==> src/rtl/rf_seq_pkg.sv <==
// rf_seq_pkg: shared types, command field layout and the 1-bit ALU used by
// the register-file operation sequencer.
package rf_seq_pkg;

  // Command word layout: {op[8:6], dst[5:4], src2[3:2], src1[1:0]}
  localparam int CMD_W      = 9;
  localparam int SEL_W      = 2;
  localparam int OP_FIELD_W = 3;
  localparam int SRC1_LSB   = 0;
  localparam int SRC2_LSB   = 2;
  localparam int DST_LSB    = 4;
  localparam int OP_LSB     = 6;

  typedef enum logic [2:0] {
    OP_MOV  = 3'b000,
    OP_AND  = 3'b001,
    OP_OR   = 3'b010,
    OP_XOR  = 3'b011,
    OP_NOT  = 3'b100,
    OP_SET0 = 3'b101,
    OP_SET1 = 3'b110,
    OP_RD   = 3'b111
  } op_e;

  typedef enum logic [1:0] {
    IDLE  = 2'b00,
    READ  = 2'b01,
    WRITE = 2'b10,
    ACK   = 2'b11
  } state_e;

  // Result of one command given operand a (read port 1) and b (read port 2)
  function automatic logic alu_eval(input op_e op, input logic a, input logic b);
    logic r_s;
    case (op)
      OP_MOV:  r_s = a;
      OP_AND:  r_s = a & b;
      OP_OR:   r_s = a | b;
      OP_XOR:  r_s = a ^ b;
      OP_NOT:  r_s = ~a;
      OP_SET0: r_s = 1'b0;
      OP_SET1: r_s = 1'b1;
      OP_RD:   r_s = a;
      default: r_s = 1'b0;
    endcase
    return r_s;
  endfunction

endpackage

==> src/rtl/rf_rr_arb2.sv <==
// rf_rr_arb2: two-way round-robin arbiter. The grant is combinational from
// the request vector and the held priority; priority moves to the loser
// whenever a grant is taken (advance high with at least one request).
module rf_rr_arb2 #(
  parameter int START_PRIO = 0
) (
  input  logic       clk,
  input  logic       rst,
  input  logic [1:0] req,
  input  logic       advance,
  output logic [1:0] gnt,
  output logic       gid
);

  logic prio_r;
  logic gid_s;

  // Pick the winner: the favoured requester on contention, else whoever asks
  always_comb begin
    gid_s = 1'b0;
    gnt   = 2'b00;
    if (req == 2'b11) begin
      gid_s = prio_r;
    end else if (req[1]) begin
      gid_s = 1'b1;
    end else begin
      gid_s = 1'b0;
    end
    if (req != 2'b00) begin
      gnt = gid_s ? 2'b10 : 2'b01;
    end else begin
      gnt = 2'b00;
    end
  end

  assign gid = gid_s;

  // Priority register: after any taken grant the other requester is favoured
  always_ff @(posedge clk) begin
    if (rst) begin
      prio_r <= (START_PRIO != 0) ? 1'b1 : 1'b0;
    end else if (advance && (req != 2'b00)) begin
      prio_r <= ~gid_s;
    end else begin
      prio_r <= prio_r;
    end
  end

endmodule

==> src/rtl/rf_op_sequencer.sv <==
// rf_op_sequencer: arbitrates two requesters of 1-bit ALU commands, reads the
// operands from a 4x1 register file, writes the result back and acks.
// Optional feature macro: RF_SEQ_OPCNT_EN adds op_cnt, a saturating count of
// acked commands.
module rf_op_sequencer
  import rf_seq_pkg::*;
#(
  parameter int ADDR_W     = 2,
  parameter int OP_W       = 3,
  parameter int START_PRIO = 0
) (
  input  logic              clk,
  input  logic              rst,
  input  logic              req_0,
  input  logic [CMD_W-1:0]  cmd_0,
  output logic              ack_0,
  input  logic              req_1,
  input  logic [CMD_W-1:0]  cmd_1,
  output logic              ack_1,
  output logic              res,
  output logic              busy,
  output logic [ADDR_W-1:0] rf_upr_1,
  output logic [ADDR_W-1:0] rf_upr_2,
  input  logic              rf_out_1,
  input  logic              rf_out_2,
  output logic [ADDR_W-1:0] rf_upr_in,
  output logic              rf_data,
`ifdef RF_SEQ_OPCNT_EN
  output logic [7:0]        op_cnt,
`endif
  output logic              rf_we
);

  state_e              state_r;
  state_e              state_next_s;

  logic [1:0]          gnt_s;
  logic                gid_s;
  logic                advance_s;
  logic [CMD_W-1:0]    cmd_gnt_s;
  logic [OP_W-1:0]     op_bits_s;

  op_e                 op_r;
  logic [ADDR_W-1:0]   dst_r;
  logic                gid_r;
  logic                a_r;
  logic                b_r;

  logic [ADDR_W-1:0]   upr_1_next_s;
  logic [ADDR_W-1:0]   upr_2_next_s;
  logic [ADDR_W-1:0]   upr_in_next_s;
  logic                data_next_s;
  logic                we_next_s;
  logic [1:0]          ack_next_s;
  logic                res_next_s;
  logic                busy_next_s;

  logic [ADDR_W-1:0]   upr_1_r;
  logic [ADDR_W-1:0]   upr_2_r;
  logic [ADDR_W-1:0]   upr_in_r;
  logic                data_r;
  logic                we_r;
  logic [1:0]          ack_r;
  logic                res_r;
  logic                busy_r;

  assign advance_s = (state_r == IDLE);
  assign cmd_gnt_s = gid_s ? cmd_1 : cmd_0;
  assign op_bits_s = cmd_gnt_s[OP_LSB +: OP_W];

  rf_rr_arb2 #(
    .START_PRIO (START_PRIO)
  ) u_arb (
    .clk     (clk),
    .rst     (rst),
    .req     ({req_1, req_0}),
    .advance (advance_s),
    .gnt     (gnt_s),
    .gid     (gid_s)
  );

  // Next state plus next value of every registered output
  always_comb begin
    state_next_s  = state_r;
    upr_1_next_s  = '0;
    upr_2_next_s  = '0;
    upr_in_next_s = '0;
    data_next_s   = 1'b0;
    we_next_s     = 1'b0;
    ack_next_s    = 2'b00;
    res_next_s    = res_r;
    case (state_r)
      IDLE: begin
        if (gnt_s != 2'b00) begin
          state_next_s = READ;
          upr_1_next_s = cmd_gnt_s[SRC1_LSB +: ADDR_W];
          upr_2_next_s = cmd_gnt_s[SRC2_LSB +: ADDR_W];
        end else begin
          state_next_s = IDLE;
        end
      end
      READ: begin
        if (op_r == OP_RD) begin
          state_next_s = ACK;
          ack_next_s   = gid_r ? 2'b10 : 2'b01;
          res_next_s   = alu_eval(op_r, rf_out_1, rf_out_2);
        end else begin
          state_next_s  = WRITE;
          upr_in_next_s = dst_r;
          data_next_s   = alu_eval(op_r, rf_out_1, rf_out_2);
          we_next_s     = 1'b1;
        end
      end
      WRITE: begin
        state_next_s = ACK;
        ack_next_s   = gid_r ? 2'b10 : 2'b01;
        res_next_s   = alu_eval(op_r, a_r, b_r);
      end
      ACK: begin
        state_next_s = IDLE;
      end
      default: begin
        state_next_s = IDLE;
      end
    endcase
    busy_next_s = (state_next_s != IDLE);
  end

  // State register
  always_ff @(posedge clk) begin
    if (rst) begin
      state_r <= IDLE;
    end else begin
      state_r <= state_next_s;
    end
  end

  // Latch the granted command's opcode, destination and requester id
  always_ff @(posedge clk) begin
    if (rst) begin
      op_r  <= OP_MOV;
      dst_r <= '0;
      gid_r <= 1'b0;
    end else if ((state_r == IDLE) && (gnt_s != 2'b00)) begin
      op_r  <= op_e'(op_bits_s);
      dst_r <= cmd_gnt_s[DST_LSB +: ADDR_W];
      gid_r <= gid_s;
    end else begin
      op_r  <= op_r;
      dst_r <= dst_r;
      gid_r <= gid_r;
    end
  end

  // Capture both read-port operands at the end of the READ cycle
  always_ff @(posedge clk) begin
    if (rst) begin
      a_r <= 1'b0;
      b_r <= 1'b0;
    end else if (state_r == READ) begin
      a_r <= rf_out_1;
      b_r <= rf_out_2;
    end else begin
      a_r <= a_r;
      b_r <= b_r;
    end
  end

  // Output registers, loaded with the values belonging to the next state
  always_ff @(posedge clk) begin
    if (rst) begin
      upr_1_r  <= '0;
      upr_2_r  <= '0;
      upr_in_r <= '0;
      data_r   <= 1'b0;
      we_r     <= 1'b0;
      ack_r    <= 2'b00;
      res_r    <= 1'b0;
      busy_r   <= 1'b0;
    end else begin
      upr_1_r  <= upr_1_next_s;
      upr_2_r  <= upr_2_next_s;
      upr_in_r <= upr_in_next_s;
      data_r   <= data_next_s;
      we_r     <= we_next_s;
      ack_r    <= ack_next_s;
      res_r    <= res_next_s;
      busy_r   <= busy_next_s;
    end
  end

  assign rf_upr_1  = upr_1_r;
  assign rf_upr_2  = upr_2_r;
  assign rf_upr_in = upr_in_r;
  assign rf_data   = data_r;
  // A reset arriving during WRITE must kill the write in that same cycle
  assign rf_we     = we_r & ~rst;
  assign ack_0     = ack_r[0];
  assign ack_1     = ack_r[1];
  assign res       = res_r;
  assign busy      = busy_r;

`ifdef RF_SEQ_OPCNT_EN
  logic [7:0] op_cnt_r;

  // Saturating count of acked commands
  always_ff @(posedge clk) begin
    if (rst) begin
      op_cnt_r <= 8'd0;
    end else if ((state_r == ACK) && (op_cnt_r != 8'hFF)) begin
      op_cnt_r <= op_cnt_r + 8'd1;
    end else begin
      op_cnt_r <= op_cnt_r;
    end
  end

  assign op_cnt = op_cnt_r;
`endif

endmodule

==> config.mk <==
export PLATFORM = sky130hd
export DESIGN_NAME = rf_op_sequencer
export DESIGN_NICKNAME = d
export VERILOG_FILES = /design/src/rtl/rf_seq_pkg.sv /design/src/rtl/rf_rr_arb2.sv /design/src/rtl/rf_op_sequencer.sv
export SDC_FILE = /design/constraint.sdc
export NUM_CORES = 1
export LEC_CHECK = 0
export ABC_AREA = 1
export CAP_MARGIN = 25
export CORE_AREA = 2 2 61 63
export DETAILED_ROUTE_END_ITERATION = 10
export DIE_AREA = 0 0 63 65
export GPL_TIMING_DRIVEN = 0
export SETUP_SLACK_MARGIN = 0.05
export SLEW_MARGIN = 20
export SYNTH_ARGS = -nofsm -noshare
export SYNTH_HDL_FRONTEND = slang
export SYNTH_SLANG_ARGS = --single-unit
export TNS_END_PERCENT = 20
==> constraint.sdc <==
create_clock -name clk -period 1.8 [get_ports clk]
set_clock_uncertainty 0.15 [all_clocks]
set_input_delay 0.36 -clock clk [delete_from_list [all_inputs] [get_ports clk]]
set_output_delay 0.36 -clock clk [all_outputs]
set_load 0.03 [all_outputs]
==> results of run 1 <==
Yosys cell counts, drive strengths merged:
master  count  share of area
a31oi       5          0.027
or2         1         0.0054
nand2      30           0.11
ha          8          0.086
dfxtp      23           0.40
inv        23          0.077
nand4       3          0.022
buf         6          0.044
a211oi      1         0.0065
o21ai      11          0.048
nor2       19          0.072
nand3       8          0.035
a21oi      10          0.050
clkinv      1         0.0032
o21a        2          0.013
o211ai      1         0.0065
flip-flops by register name, summed over array words and instances, names as in the netlist:
signal / cells
rf_data: 1
b_r: 1
u_arb.prio_r: 1
ack_r: 2
gid_r: 1
rf_upr_1: 2
res: 1
state_r: 2
op_r: 3
rf_upr_2: 2
busy: 1
rf_upr_in: 2
dst_r: 2
a_r: 1
we_r: 1
worst reg2reg max path, cell delays in order, from the launching register on:
cell     delay, ns
dfxtp_1       0.34
inv_1         0.10
ha_1          0.30
nand4_2       0.13
o21ai_0       0.13
o21a_1        0.17
a21oi_2       0.05
worst paths after layout:
| kind | start | to | slack, ns | cells past startpoint |
|---|---|---|---|---|
| worst max-delay path | rst | rf_we | 0.18 | 3 |
| worst min-delay path | gid_r | ack_r[0] | 0.28 | 1 |
| worst max register to register | state_r[1] | res | 0.33 | 6 |
| worst min register to register | gid_r | ack_r[0] | 0.28 | 1 |
routing by layer:
layer | share of wire | wire, um | global-route usage | vias to the layer above
met4 | 0.0040 | 10 | 0.0417 | 0
met1 | 0.45 | 1130 | 0.164 | 503
met3 | 0.060 | 150 | 0.0260 | 2
li1 | - | - | - | 562
met2 | 0.49 | 1220 | 0.227 | 35
met5 | 0 | 0 | 0 | -
stage by stage:
stage               utilization  worst slack, ns  total power [mW]
finish                    0.452            0.184              1.38
global route              0.452            0.122              1.49
CTS                       0.452            0.176              1.40
detailed placement        0.449           -0.443              1.18
global placement          0.449           -0.427              1.16
floorplan                     -            0.494              1.00
power by group:
group	internal, mW	leakage (nW)	switching [mW]
registers	0.581	0.189	0.0343
clock network	0.0864	0.0150	0.151
logic	0.218	0.529	0.314
total	0.885	0.733	0.499
area by class of cell:
type,instances,area [sq um]
Tap cell,48,60.1
Fill cell,379,1910
Sequential cell,23,460
Timing Repair Buffer,35,337
Multi-Input combinational cell,99,554
Buffer,6,51.3
Clock buffer,4,26.3
Inverter,24,92.6
cell families (layout without fill, tap and decap cells):
family                     Yosys count  in the layout  synth area share
and+or+nand+nor                     61             61             0.242
AOI/OAI and AO/OA                   30             30             0.150
buffers and inverters               30             69             0.124
DFF                                 23             23             0.397
adders and majority gates            8              8            0.0864
placed cells by master (no fill, tap or decap):
master,count
or2_1,1
o21ai_0,7
clkdlybuf4s50_1,22
nand4_2,1
clkbuf_4,3
inv_2,1
nor2_2,2
o211ai_1,1
nor2_1,16
dlygate4sd2_1,12
a211oi_1,1
a31oi_1,5
dfxtp_1,23
ha_1,8
nand2_2,5
a21oi_2,2
inv_1,21
buf_6,3
clkdlybuf4s15_2,1
o21ai_1,4
a21oi_1,8
clkinv_1,1
o21a_1,2
clkbuf_1,1
buf_4,1
nand4_1,2
nand2_1,25
inv_4,1
nor2_4,1
nand3_1,8
buf_2,2
==> summary.txt, run 1 <==
Status
  – Status: finished clean

CTS
  – Postcts setup bufs: 0
  – Htree depth: 1
  – CTS tree: built
  – Clock root buffer: clkbuf_4
  – Hold buffers post-CTS: 0
  – CTS resizes: 15
  – Reg clk slew, reported paths: 0.12 ns
  – Clk sinks: 23
  – CTS buffer count: 3
  – Clock latency at the later pin of the worst-skew pair: 0.31 ns
  – CTS Buffer Depth: 2

Critical path
  – CP Capture Type: output pin
  – Critical Path RT: 1.29 ns
  – Crit path DAT: 1.11 ns
  – Critical path, cell by cell: dlygate4sd2_1 -> nor2_1 -> clkdlybuf4s15_2
  – Max stage delay on crit path: 0.32 ns
  – Family with the most delay on the worst path: buffers and inverters
  – Crit path buffers/inverters: 2
  – Crit path kind: input pin to output pin
  – Worst Setup Start Kind: input pin
  – Slowest stage cell, crit path: dlygate4sd2_1
  – CP max FO: 6

Place
  – Dpl cell area: 1570 sq um
  – Placed insts: 235
  – HPWL Detailed: 2020 um
  – I/O Buffers: 35
  – RePlAce Congestion: 0.834

Die
  – Die area: 4100 sq um
  – Cell Rows: 22
  – Core area: 3500 sq um
  – Initial cell density of the core: 0.331
  – I/O pins: 36
  – Die height: 65 um
  – Chip Width: 63 um

Global routing
  – GRT Residual Overflow: 0
  – Largest net degree at the start of global routing: 13
  – Initial antenna violation count: 0
  – Gr usage total: 0.132
  – Number of global-route vias before repair: 1047
  – Global-route wire length before repair: 4370 um

Timing
  – Max-slew violations: 0
  – Worst slew pin tran: 0.316 ns
  – Slew HR: 0.790
  – Final hold vios: 0
  – Fmax: 619 MHz
  – Final period demand of the worst path: 1.62 ns
  – RSZ-0062 raised after global routing: false
  – Fin Setup TNS: 0 ns
  – Final setup viols: 0
  – WHS: 0.278 ns
  – Final period utilization: 0.898

Logic synthesis
  – Post-synthesis sequential area ratio: 0.397
  – Seq cells post-synth: 23
  – Mapped Nets: 184
  – Mapped Area: 1160 sq um
  – Distinct cells, synth: 26
  – Syn Inst Count: 152
  – Mean area per synthesized cell: 7.62 sq um
  – Warnings from Yosys: 0

Final layout
  – Area grow syn2layout: 36.5%
  – Final nets: 224
  – Antenna Cells: 0
  – Layout cell share with drive strength beyond 1: 0.120
  – Final non-filler cell total: 239
  – Final Cell Area: 1580 sq um

Worst hold path
  – Worst min path class: register to register

Route
  – Vias per cell: 4.61
  – Final ANT Viol Nets: 0
  – Routed WL: 2510 um
  – Routed len/inst: 10.5 um
  – DRT iter0 DRCs: 26
  – Drt pass-1 iters: 4
  – Drt drc: 0
  – Vias: 1102

Run
  – Maxcap violations: 0

Power and ir drop
  – Worst vdd ir: 416 uV
  – PwrDens: 875 nW/um^2
  – Pleak: 0.733 nW
Note: power is estimated with default switching activity, not from simulation.
==> inputs of run 2 (changes only) <==
Settings changed: CELL_PAD_IN_SITES_DETAIL_PLACEMENT set to 1, CELL_PAD_IN_SITES_GLOBAL_PLACEMENT set to 1, CORE_AREA 2 2 61 63 to 2 2 64 66, DIE_AREA 0 0 63 65 to 0 0 66 68, PLACE_DENSITY set to 0.76.
==> run 2 against run 1 <==
  * Worst setup slack got worse by 0.0089 ns
  * Total power increased by 9.8%
  * Non-clock buffer count unchanged
  * Die area increased by 9.6%
  * Combinational power increased by 7.0%
  * Clock-buffer cell count unchanged
  * Register-to-register slack got worse by 0.10 ns
  * Critical path type is now input pin to register
  * Critical endpoint is now rf_data
  * Largest cell class unchanged
==> summary.txt, run 2 (same netlist as run 1, synthesis figures left out) <==
Route
  – DRT iter0 DRCs: 39 (+50%)
  – Drt pass-1 iters: 3 (-1)
  – Vias: 1120 (+1.6%)
  – Vias per cell: 4.65 (+0.79%)
  – Routed WL: 3180 um (+27%)
  – Final ANT Viol Nets: 0 (unchanged)
  – Drt drc: 0 (unchanged)
  – Routed len/inst: 13.2 um (+26%)

CTS
  – Reg clk slew, reported paths: 0.09 ns (-0.03 ns)
  – Clk sinks: 23 (unchanged)
  – Hold buffers post-CTS: 0 (unchanged)
  – CTS Buffer Depth: 2 (unchanged)
  – Clock latency at the later pin of the worst-skew pair: 0.27 ns (-0.04 ns)
  – CTS buffer count: 3 (unchanged)
  – Clock root buffer: clkbuf_8
  – Postcts setup bufs: 0 (unchanged)
  – Htree depth: 1 (unchanged)
  – CTS tree: built

Final layout
  – Antenna Cells: 0 (unchanged)
  – Layout Utilization: 0.425 (-0.0270)
  – Area taken by multi-input logic gates: 554 sq um (unchanged)
  – Commonest non-fill, non-tap cell in the layout: nand2_1
  – Most frequent cells in the layout: 25 x nand2_1, 23 x dfxtp_1, 22 x clkdlybuf4s50_1
  – Final nets: 224 (unchanged)
  – Area grow syn2layout: 41.6%
  – Register area: 460 sq um (unchanged)
  – Filler cells: 486 (+28%)
  – Number of flip-flops in the largest register: 3 (unchanged)
  – Layout cell share with drive strength beyond 1: 0.120 (unchanged)
  – Largest Register: op_r

Critical path
  – CP Capture Type: register
  – Critical path, cell by cell: clkdlybuf4s50_1 -> inv_1 -> ha_1 -> nand4_1 -> o211ai_1 -> nor2_1 -> a21oi_1
  – CP max FO: 4 (-2)
  – Setup slack, reg-to-reg: 0.23 ns (-0.10 ns)
  – Crit path DAT: 1.64 ns (+0.53 ns)
  – Crit path kind: input pin to register
  – Critical Path RT: 1.81 ns (+0.52 ns)
  – Worst Setup Start Kind: input pin
  – Max stage delay on crit path: 0.51 ns (+0.19 ns)
  – Slowest stage cell, crit path: clkdlybuf4s50_1
  – Worst Reg-to-Reg Cells: 7 (+1)

Power and ir drop
  – Int Pwr: 968 uW (+9.5%)
  – Switch share: 0.363 (+0.00205)
  – Overall power: 1.52 mW (+9.8%)
  – Logic gate share of total power: 0.374 (-0.010)
  – Worst vdd ir: 479 uV (+15%)
  – Clock power frac: 0.222 (+0.051)
  – Flop pwr share: 0.404 (-0.040)
  – PwrDens: 927 nW/um^2 (+5.9%)
  – Pleak: 0.868 nW (+18%)
  – Switching power: 552 uW (+10%)

Timing
  – RSZ-0062 raised after global routing: false
  – Final period utilization: 0.903 (+0.00492)
  – Worst slew pin tran: 0.334 ns (+0.0176 ns)
  – Fmax: 615 MHz (-0.55%)
  – WHS: 0.265 ns (-0.0130 ns)
  – Slew HR: 0.778 (-0.0117)
  – Final setup viols: 0 (unchanged)
  – Max-slew violations: 0 (unchanged)
  – Final hold vios: 0 (unchanged)
  – Final period demand of the worst path: 1.62 ns (+0.00886 ns)

Place
  – HPWL Detailed: 2460 um (+22%)
  – I/O Buffers: 35 (unchanged)
  – RePlAce Congestion: 0.765 (-8.3%)

Worst hold path
  – Hold Crit Depth: 1 (unchanged)
  – Worst min path class: register to register

Status
  – Status: finished clean

Global routing
  – GRT Residual Overflow: 0 (unchanged)
  – Gr usage total: 0.156 (+0.0241)
  – Initial antenna violation count: 0 (unchanged)
  – Largest net degree at the start of global routing: 13 (unchanged)
  – Global-route wire length before repair: 5370 um (+23%)
  – Number of global-route vias before repair: 1204 (+15%)

Die
  – Die area: 4490 sq um (+9.6%)
  – I/O pins: 36 (unchanged)
  – Initial cell density of the core: 0.300 (-0.0310)
  – Chip Width: 66 um (+4.8%)
  – Die height: 68 um (+4.6%)
  – Core area: 3860 sq um (+10%)
  – Cell Rows: 23 (+4.5%)

Run
  – Maxcap violations: 0 (unchanged)
==> run 2: cell types whose count changed in the layout (fill, tap and decap cells not counted) <==
| cell | before | now |
|---|---|---|
| dlygate4sd2_1 | 12 | 2 |
| clkbuf_8 | 0 | 3 |
| clkbuf_4 | 3 | 0 |
| dlymetal6s2s_1 | 0 | 10 |
==> run 2: final timing paths <==
path | end | startpoint
max | rf_data | rf_out_1
min | ack_r[0] | gid_r
max reg2reg | state_r[0] | state_r[1]
min reg2reg | ack_r[0] | gid_r
==> run 2: final cells by class <==
type                    instances  share of cell area
multi-input cells              99               0.338
flip-flops and latches         23               0.281
repair buffers                 35               0.228
inverters                      24              0.0564
well taps                      50              0.0381
plain buffers                   6              0.0313
clock buffers                   4              0.0275
==> run 2: through the flow <==
stage	instances	setup TNS (ns)	instance area, sq um	worst slack (ns)
2_1_floorplan	152	0	1160	0.494
3_3_place_gp	237	-0.537	1570	-0.425
3_5_place_dp	237	-0.556	1570	-0.420
4_1_cts	241	0	1620	0.00228
5_1_grt	241	0	1640	0.0594
6_report	241	0	1640	0.175
==> run 2: repair_timing <==
action | CTS | global route
hold endpoints to repair | 0 | 0
gates resized for setup | 5 | 10
endpoints found under the setup margin | 12 | 10
==> run 2: metal layers <==
metal  wire length, um  up-vias  track usage
met5                 0        -            0
met4                38        0       0.0510
met3               118        5       0.0263
met2              1740       25        0.309
met1              1290      529        0.166
li1                  -      561            -
==> run 2: power by group through the flow <==
stage / sequential [mW] / combinational (mW) / clock (mW)
floorplan: 0.667 / 0.335 / 0
global placement: 0.624 / 0.540 / 0
detailed placement: 0.628 / 0.572 / 0
CTS: 0.616 / 0.580 / 0.338
global route: 0.624 / 0.641 / 0.364
finish: 0.615 / 0.569 / 0.337
==> run 2: worst max-delay path, delay by kind of cell <==
kind / cells / cell delay [ns]
buffers and inverters: 2 / 0.61
adder cells (fa/ha/maj): 1 / 0.30
AND/OR/NAND/NOR: 2 / 0.20
AO/OA/AOI/OAI: 2 / 0.16
==> inputs of run 3 (changes only) <==
Settings changed: ABC_AREA 1 to unset, CORE_AREA 2 2 64 66 to 2 2 62 64, DIE_AREA 0 0 66 68 to 0 0 64 66, HOLD_SLACK_MARGIN set to 0.05, PLACE_DENSITY 0.76 to 0.75.
==> run 3 against run 2 <==
  * Combinational power grew 34%
  * Die area shrank 5.9%
  * Sequential cell count is the same
  * Maximum frequency shrank 1.6%
  * Hold slack lost 0.048 ns
  * Critical endpoint is now busy
  * Via count shrank 14%
  * Sequential power grew 11%
  * Highest routed layer unchanged
  * Worst setup slack lost 0.026 ns
  * Clock-buffer cell count shrank 1
  * Critical path type is now register to register
  * Global-route usage shrank 0.33 points
  * Total power grew 11%
==> summary.txt, run 3 <==
CTS
  – CTS Buffer Depth: 2 (unchanged)
  – Htree depth: 1 (unchanged)
  – CTS buffer count: 3 (unchanged)
  – Clock latency at the later pin of the worst-skew pair: 0.31 ns (+0.04 ns)
  – CTS tree: built
  – Hold buffers post-CTS: 0 (unchanged)
  – Reg clk slew, reported paths: 0.13 ns (+0.04 ns)
  – Clk sinks: 23 (unchanged)
  – Clock root buffer: clkbuf_4

Critical path
  – Setup slack, reg-to-reg: 0.15 ns (-0.08 ns)
  – Slowest stage cell, crit path: dfxtp_1
  – Levels on crit path: 7 (unchanged)
  – Worst Setup Start Kind: register
  – R2R Path End: busy
  – Worst r2r src: state_r[1]
  – Crit path DAT: 1.72 ns (+0.08 ns)
  – Critical Path RT: 1.87 ns (+0.06 ns)
  – Family with the most delay on the worst path: flip-flops
  – Worst Reg-to-Reg Cells: 7 (unchanged)
  – Critical path, cell by cell: inv_1 -> ha_1 -> buf_2 -> a41o_1 -> nor2_1 -> a211oi_2 -> or2_1
  – Max stage delay on crit path: 0.37 ns (-0.14 ns)
  – Crit path buffers/inverters: 2 (unchanged)
  – CP Capture Type: register
  – Crit path kind: register to register
  – CP max FO: 7 (+3)

Place
  – HPWL Detailed: 2250 um (-8.6%)
  – I/O Buffers: 34 (-2.9%)
  – Dpl cell area: 1520 sq um (-3.4%)
  – Placed insts: 199 (-16%)
  – Post-Place Worst Slack: -0.183 ns (+0.237 ns)
  – RePlAce Congestion: 0.742 (-2.9%)

Logic synthesis
  – FFs w/ async S/R, synth: 0 (unchanged)
  – Distinct cells, synth: 33 (+27%)
  – Seq cells post-synth: 23 (unchanged)
  – Synth top area share: 0.412 (+0.0147)
  – Mapped Area: 1120 sq um (-3.6%)
  – Mapped Nets: 149 (-19%)
  – Top-count cell post-synth: dfxtp_1
  – Number of synthesized flops with an enable pin: 0 (unchanged)
  – Mean area per synthesized cell: 9.55 sq um (+25%)
  – Synth top area cells: dfxtp_1 41%, mux2i_1 9.9%, ha_1 9.0%
  – Post-synthesis sequential area ratio: 0.412 (+0.0147)
  – Post-synth top area cell: dfxtp_1
  – Warnings from Yosys: 0 (unchanged)
  – Syn Inst Count: 117 (-23%)
  – Synth top cells by count: 23 x dfxtp_1, 12 x nor2_1, 11 x mux2i_1
  – Top FF cell, synth: dfxtp_1

Global routing
  – Global-route wire length before repair: 5000 um (-6.9%)
  – Gr usage total: 0.152 (-0.00328)
  – Initial antenna violation count: 0 (unchanged)
  – Largest net degree at the start of global routing: 14 (+1)
  – Number of global-route vias before repair: 1037 (-14%)
  – GRT Residual Overflow: 0 (unchanged)

Die
  – Cell Rows: 22 (-4.3%)
  – Chip Width: 64 um (-3.0%)
  – Initial cell density of the core: 0.315 (+0.0142)
  – Core area: 3550 sq um (-7.9%)
  – I/O pins: 36 (unchanged)
  – Die area: 4220 sq um (-5.9%)
  – Die height: 66 um (-2.9%)

Final layout
  – Final Cell Area: 1530 sq um (-6.9%)
  – Filler cells: 418 (-14%)
  – Area grow syn2layout: 36.6%
  – Commonest non-fill, non-tap cell in the layout: dfxtp_1
  – Largest Register: op_r
  – Number of flip-flops in the largest register: 3 (unchanged)
  – Layout cell share with drive strength beyond 1: 0.116 (-0.00429)
  – Most frequent cells in the layout: 23 x dfxtp_1, 22 x clkdlybuf4s50_1, 12 x nor2_1
  – Antenna Cells: 0 (unchanged)
  – Final non-filler cell total: 203 (-16%)
  – Final nets: 188 (-16%)

Power and ir drop
  – Overall power: 1.69 mW (+11%)
  – Pleak: 0.684 nW (-21%)
  – Logic gate share of total power: 0.451 (+0.077)
  – PwrDens: 1110 nW/um^2 (+19%)
  – Switch share: 0.394 (+0.0313)
  – Switching power: 666 uW (+21%)
  – Flop pwr share: 0.405 (about the same)
  – Int Pwr: 1.02 mW (+5.7%)
  – Worst vdd ir: 492 uV (+2.6%)
  – Clock power frac: 0.143 (-0.079)

Route
  – DRT iter0 DRCs: 26 (-33%)
  – Drt pass-1 iters: 4 (+1)
  – Routed len/inst: 14.0 um (+6.0%)
  – Vias: 968 (-14%)
  – Routed WL: 2840 um (-11%)
  – Final ANT Viol Nets: 0 (unchanged)
  – Drt drc: 0 (unchanged)
  – Vias per cell: 4.77 (+2.6%)

Worst hold path
  – Hold_sp: rst
  – Worst min path class: input pin to register
  – Hold Crit Depth: 2 (+1)
  – Hold Crit Endpoint: res

Timing
  – Fmax: 606 MHz (-1.6%)
  – Final period utilization: 0.917 (+0.0143)
  – Max-slew violations: 0 (unchanged)
  – Final setup viols: 0 (unchanged)
  – Worst slew pin tran: 0.646 ns (+0.312 ns)
  – Slew HR: 0.565 (-0.214)
  – Final hold vios: 0 (unchanged)
  – RSZ-0062 raised after global routing: true
  – WHS: 0.218 ns (-0.0476 ns)
  – Fin worst setup slack: 0.149 ns (-0.0257 ns)
  – Final period demand of the worst path: 1.65 ns (+0.0257 ns)

Status
  – Status: finished clean

Run
  – Maxcap violations: 0 (unchanged)
run 3: per-layer routing:
layer  global-route usage  wire length, um  vias to the layer above
li1                     -                -                      487
met1                0.176             1230                      469
met2                0.284             1520                       10
met3               0.0256               66                        2
met4               0.0489               27                        0
met5                    0                0                        -
run 3: worst max-delay path by stage:
stage,startpoint,endpoint,slack [ns]
CTS,we_r,rf_we,0.1
detailed placement,rf_out_1,rf_data,-0.18
finish,state_r[1],busy,0.15
floorplan,state_r[1],busy,0.30
global placement,rf_out_1,rf_data,-0.15
global route,state_r[1],rf_data,0.04
run 3: cell type report:
| cell class | count | area, sq um | share of cell area |
|---|---|---|---|
| Buffer | 8 | 51.3 | 0.0336 |
| Multi-Input combinational cell | 77 | 572 | 0.375 |
| Tap cell | 48 | 60.1 | 0.0393 |
| Inverter | 9 | 33.8 | 0.0221 |
| Sequential cell | 23 | 460 | 0.302 |
| Timing Repair Buffer | 34 | 322 | 0.211 |
| Clock buffer | 3 | 22.5 | 0.0148 |
| Clock inverter | 1 | 5.00 | 0.00328 |
run 3: kinds of logic after synthesis:
group,share of synthesized area
flip-flops,0.412
adder cells (fa/ha/maj),0.0896
buffers and inverters,0.0761
multiplexers,0.109
AO/OA/AOI/OAI,0.178
AND/OR/NAND/NOR,0.136
run 3: power groups by stage:
| stage | logic, mW | clock network, mW | registers, mW |
|---|---|---|---|
| global placement | 0.754 | 0 | 0.692 |
| finish | 0.763 | 0.242 | 0.685 |
| floorplan | 0.464 | 0 | 0.765 |
| CTS | 0.770 | 0.256 | 0.687 |
| detailed placement | 0.798 | 0 | 0.701 |
| global route | 0.846 | 0.276 | 0.696 |
run 3: through the flow:
stage,util,setup TNS [ns]
2_1_floorplan,-,0
3_3_place_gp,0.427,-0.303
3_5_place_dp,0.427,-0.930
4_1_cts,0.431,0
5_1_grt,0.430,0
6_report,0.430,0
run 3: repair_timing:
item	in CTS	in global routing
gates resized for setup	12	2
setup endpoints to repair	12	2
buffers inserted	0	0
hold endpoints to repair	0	0
pin swaps	0	0
gates cloned	0	0
